[src/rtl/depacketer.sv]
// Receive-side flit depacketer: filters flits by destination rank, buffers matches in a
// small FIFO and presents decoded header/payload fields over a valid/ready handshake.
module depacketer #(
   parameter logic [2:0]  rank_x    = 3'b000,
   parameter logic [2:0]  rank_y    = 3'b000,
   parameter logic [2:0]  rank_z    = 3'b000,
   parameter int unsigned FlitWidth = 73,
   parameter int unsigned FifoDepth = 4,
   parameter int unsigned CntWidth  = 16
) (
   input  logic                 clk,
   input  logic                 rst_n,
   input  logic [FlitWidth-1:0] flitIn,
   output logic                 flitInReady,
   output logic                 outValid,
   input  logic                 outReady,
   output logic [31:0]          payload,
   output logic [3:0]           op,
   output logic [1:0]           algtype,
   output logic [7:0]           tag,
   output logic [7:0]           contextId,
   output logic [2:0]           src_x,
   output logic [2:0]           src_y,
   output logic [2:0]           src_z,
   output logic [CntWidth-1:0]  rxCount,
   output logic [CntWidth-1:0]  dropCount
);

   localparam int unsigned AddrW  = $clog2(FifoDepth);
   localparam int unsigned PtrW   = AddrW + 1;
   // Destination bits always equal this node's rank once stored, so only src..payload is kept.
   localparam int unsigned EntryW = 63;

   logic [PtrW-1:0]   wr_ptr, rd_ptr;
   logic [EntryW-1:0] mem [FifoDepth];
   logic [EntryW-1:0] head;
   logic              full, empty;
   logic              dst_match, accept, push, drop, pop;

   assign full  = (wr_ptr[AddrW] != rd_ptr[AddrW]) &&
                  (wr_ptr[AddrW-1:0] == rd_ptr[AddrW-1:0]);
   assign empty = (wr_ptr == rd_ptr);

   assign dst_match = (flitIn[65:63] == rank_x) && (flitIn[68:66] == rank_y) &&
                      (flitIn[71:69] == rank_z);
   assign accept    = flitIn[FlitWidth-1] && !full;
   assign push      = accept && dst_match;
   assign drop      = accept && !dst_match;
   assign pop       = !empty && outReady;

   // Pointer and counter state
   always_ff @(posedge clk or negedge rst_n) begin
      if (!rst_n) begin
         wr_ptr    <= '0;
         rd_ptr    <= '0;
         rxCount   <= '0;
         dropCount <= '0;
      end else begin
         if (push) wr_ptr <= wr_ptr + PtrW'(1);
         if (pop)  rd_ptr <= rd_ptr + PtrW'(1);
         if (push && (rxCount != '1))   rxCount   <= rxCount + CntWidth'(1);
         if (drop && (dropCount != '1)) dropCount <= dropCount + CntWidth'(1);
      end
   end

   // Storage needs no reset; emptiness is tracked by the pointers alone
   always_ff @(posedge clk) begin
      if (push) mem[wr_ptr[AddrW-1:0]] <= flitIn[EntryW-1:0];
   end

   assign head = empty ? '0 : mem[rd_ptr[AddrW-1:0]];

   assign flitInReady = !full;
   assign outValid    = !empty;
   assign payload     = head[31:0];
   assign op          = head[35:32];
   assign algtype     = head[37:36];
   assign tag         = head[45:38];
   assign contextId   = head[53:46];
   assign src_x       = head[56:54];
   assign src_y       = head[59:57];
   assign src_z       = head[62:60];

endmodule

[config.mk]
export PLATFORM = sky130hd
export DESIGN_NAME = depacketer
export DESIGN_NICKNAME = d
export VERILOG_FILES = /design/src/rtl/depacketer.sv
export SDC_FILE = /design/constraint.sdc
export NUM_CORES = 1
export LEC_CHECK = 0
export ABC_AREA = 1
export CORE_ASPECT_RATIO = 1.2
export CORE_MARGIN = 2
export CORE_UTILIZATION = 35
export DETAILED_ROUTE_END_ITERATION = 10
export HOLD_SLACK_MARGIN = 0.1
export SLEW_MARGIN = 20
export SYNTH_ARGS = -nofsm -noshare
export SYNTH_HDL_FRONTEND = slang
export SYNTH_SLANG_ARGS = --single-unit
[constraint.sdc]
create_clock -name clk -period 4.25 [get_ports clk]
set_clock_uncertainty 0.05 [all_clocks]
set_input_delay 0.425 -clock clk [delete_from_list [all_inputs] [get_ports clk]]
set_output_delay 0.425 -clock clk [all_outputs]
set_load 0.02 [all_outputs]
==> flow_metrics.env <==
export IMPL_cts_buffers=30
export IMPL_wl_met1_um=12610
export IMPL_placed_cells=1717
export IMPL_syn_avg_cell_area_um2=10.99
export IMPL_synth_cells=1123
export IMPL_grt_max_degree=128
export IMPL_clock_sinks=290
export IMPL_top_layer="met5"
export IMPL_ys_seq_area_share_pct=69.02
export IMPL_grt_usage_pct=15.50
export IMPL_tightest_slew_ns=0.9443
export IMPL_gp_congestion=0.8239
export IMPL_io_pins=173
export IMPL_path_clk_slew_ns=0.06
export IMPL_critPathMaxFanout=66
export IMPL_final_max_slew_viol_count=0
export IMPL_dr_wl_met2_um=13780
export IMPL_status="complete, no violations"
export IMPL_slew_headroom_pct=36.85
export IMPL_coreArea_um2=34910
export IMPL_layout_common_cells="252 x edfxtp_1, 217 x nand2_1, 172 x clkdlybuf4s50_1"
export IMPL_drive_gt1_share_pct=6.040
export IMPL_worst_setup_path_start_kind="flop"
export IMPL_die_w_um=175.4
export IMPL_htreeDepth=1
export IMPL_wl_per_cell_um=16.24
export IMPL_grt_pass1_wl_um=45010
export IMPL_syn_num_nets=1206
export IMPL_dieArea_um2=36790
export IMPL_layout_commonest_cell="edfxtp_1"
export IMPL_detailed_place_hpwl_um=16650
export IMPL_drtIter0Drc=632
export IMPL_hp_class="in -> async"
export IMPL_antenna_found_initial=5
export IMPL_period_share_pct=91.27
export IMPL_cts_buffer_depth=3
export IMPL_placed_cell_area_um2=14620
export IMPL_syn_to_final_growth_pct=26.24
export IMPL_postSynth_asyncResetShare_pct=13.10
export IMPL_post_cts_resized=0
export IMPL_rows=75
export IMPL_reg2reg_depth=7
export IMPL_drt_pass1_iter_count=4
export IMPL_io_buffers=172
export IMPL_wl_um=28760
export IMPL_wl_met3_um=1726
export IMPL_grt_pass1_vias=8328
export IMPL_n_fill_cell=3298
export IMPL_crit_path_frequent_cell="nand2_1"
export IMPL_grt_ovfl_total=0
export IMPL_critPathMaxStageDelay_ns=0.67
export IMPL_path_depth=8
export IMPL_drtAntennaViolNets=0
export IMPL_critical_path_class="reg -> out"
export IMPL_fin_nets=1370
export IMPL_synth_cell_types=29
export IMPL_cts_tree="yes"
export IMPL_p_leak_nw=5.904
export IMPL_via_per_inst=4.847
export IMPL_post_route_min_period_ns=3.879
export IMPL_num_vias=8584
export IMPL_finalHoldViolations=0
export IMPL_synth_edf_count=252
export IMPL_setup_tns_final_ns=0
export IMPL_drc=0
export IMPL_final_area_um2=15580
export IMPL_ys_flop_type="edfxtp_1"
export IMPL_drv_cap=0
export IMPL_cts_root_buf="clkbuf_16"
export IMPL_synth_seq_cells=290
export IMPL_clkLatencyLatePin_ns=0.55
export IMPL_setup_viol=0
export IMPL_synth_cell_area_um2=12340
export IMPL_crit_arrival_ns=3.40
export IMPL_powerDensity_nw_per_um2=609.6
export IMPL_rsz0062_at_grt="no"
export IMPL_path_buf_inv=4
export IMPL_worst_setup_path_end_kind="primary output"
export IMPL_postCtsHoldBufs=0
export IMPL_max_clock_freq_mhz=257.8
export IMPL_vdd_ir_drop_max_v=0.0004369
export IMPL_required_ns=3.77
export IMPL_cp_slowest_cell="dfrtp_2"
export IMPL_final_cell_count_no_fill=1771
export IMPL_ys_warnings_count=0
export IMPL_crit_chain="inv_2, nand2_1, nand2_1, nand4_1, buf_4, nand2_1, inv_1, clkdlybuf4s50_1"
export IMPL_cp_top_family="buffers and inverters"
export IMPL_final_util_pct=44.63
export IMPL_post_cts_setup_buffer_count=0
export IMPL_initial_core_util_pct=35.35
export IMPL_fp_dieH_um=209.7
export IMPL_fin_hold_ws_ns=0.3527
-- cells in the mapped netlist, types with 2 or more instances --
master / instances / area share, %
nor3_1: 4 / 0.16
edfxtp_1: 252 / 61
nor2_4: 2 / 0.18
inv_1: 105 / 3.2
o21ai_0: 124 / 5.0
xnor2_1: 10 / 0.71
nand2_1: 217 / 6.6
nor2_1: 162 / 4.9
o22ai_1: 63 / 3.2
nand3_1: 43 / 1.7
dfrtp_1: 38 / 7.7
xor2_1: 8 / 0.57
inv_2: 4 / 0.12
o21ai_1: 7 / 0.28
buf_2: 19 / 0.77
nand3_2: 2 / 0.16
ha_1: 7 / 0.71
nand4_1: 12 / 0.61
clkbuf_1: 29 / 0.88
nor2_2: 3 / 0.15
buf_4: 4 / 0.24
-- per-layer routing --
layer	GRT usage [%]	up-vias
li1	-	4178
met1	19.91	4152
met2	26.45	199
met3	3.333	49
met4	4.389	6
met5	0	-
-- through the flow --
step | worst slack [ns] | power (mW)
finish | 0.3709 | 9.498
global route | 0.03068 | 10.06
CTS | 0.2805 | 9.633
detailed placement | 0.8888 | 7.054
global placement | 0.9025 | 7.030
floorplan | 0.03692 | 5.439
-- area by class of cell --
| class | instances | area (µm²) | share of cell area (%) |
|---|---|---|---|
| flip-flops and latches | 290 | 8523 | 54.71 |
| multi-input cells | 670 | 3196 | 20.51 |
| repair buffers | 186 | 1914 | 12.29 |
| clock buffers | 36 | 794.5 | 5.100 |
| well taps | 462 | 578.1 | 3.710 |
| inverters | 109 | 410.4 | 2.634 |
| clock inverters | 17 | 161.4 | 1.036 |
| diodes | 1 | 2.502 | 0.01606 |
-- sequential cells by signal, summed over array words and instances, names as in the netlist --
signal,count
mem,252
dropCount,16
rxCount,16
rd_ptr,3
wr_ptr,3
-- path summary, 6_finish.rpt --
kind / slack, ns / endpoint / startpoint
worst min register to register: 0.50 / rxCount[15] / rxCount[15]
worst min-delay path: 0.35 / dropCount[12] / rst_n
worst max register to register: 1.20 / mem[2][31] / rd_ptr[1]
worst max-delay path: 0.37 / payload[1] / rd_ptr[1]
max in group asynchronous: 2.84 / rxCount[15] / rst_n
min in group clk: 0.46 / mem[2][49] / flitIn[49]
-- power by group --
part           internal (mW)  switching [mW]  leakage [nW]
registers               3.14           0.133          2.77
logic                   1.48            2.20          2.67
clock network           1.50            1.05         0.464
-- kinds of logic after synthesis --
family / count (synthesis) / synth area share (%)
adder cells (fa/ha/maj): 7 / 0.7096
flip-flops: 290 / 69.02
AND/OR/NAND/NOR: 451 / 15.16
buffers and inverters: 163 / 5.332
XOR/XNOR: 18 / 1.277
AO/OA/AOI/OAI: 194 / 8.506
-- worst register-to-register path, cell delays in order, from the launching register on --
cell	delay, ns
dfrtp_2	0.67
inv_2	0.35
nand2_1	0.16
nand2_1	0.11
nand3_4	0.16
nand3_2	0.35
nor2_4	0.60
buf_4	0.31
Note: power is estimated with default switching activity, not from simulation.
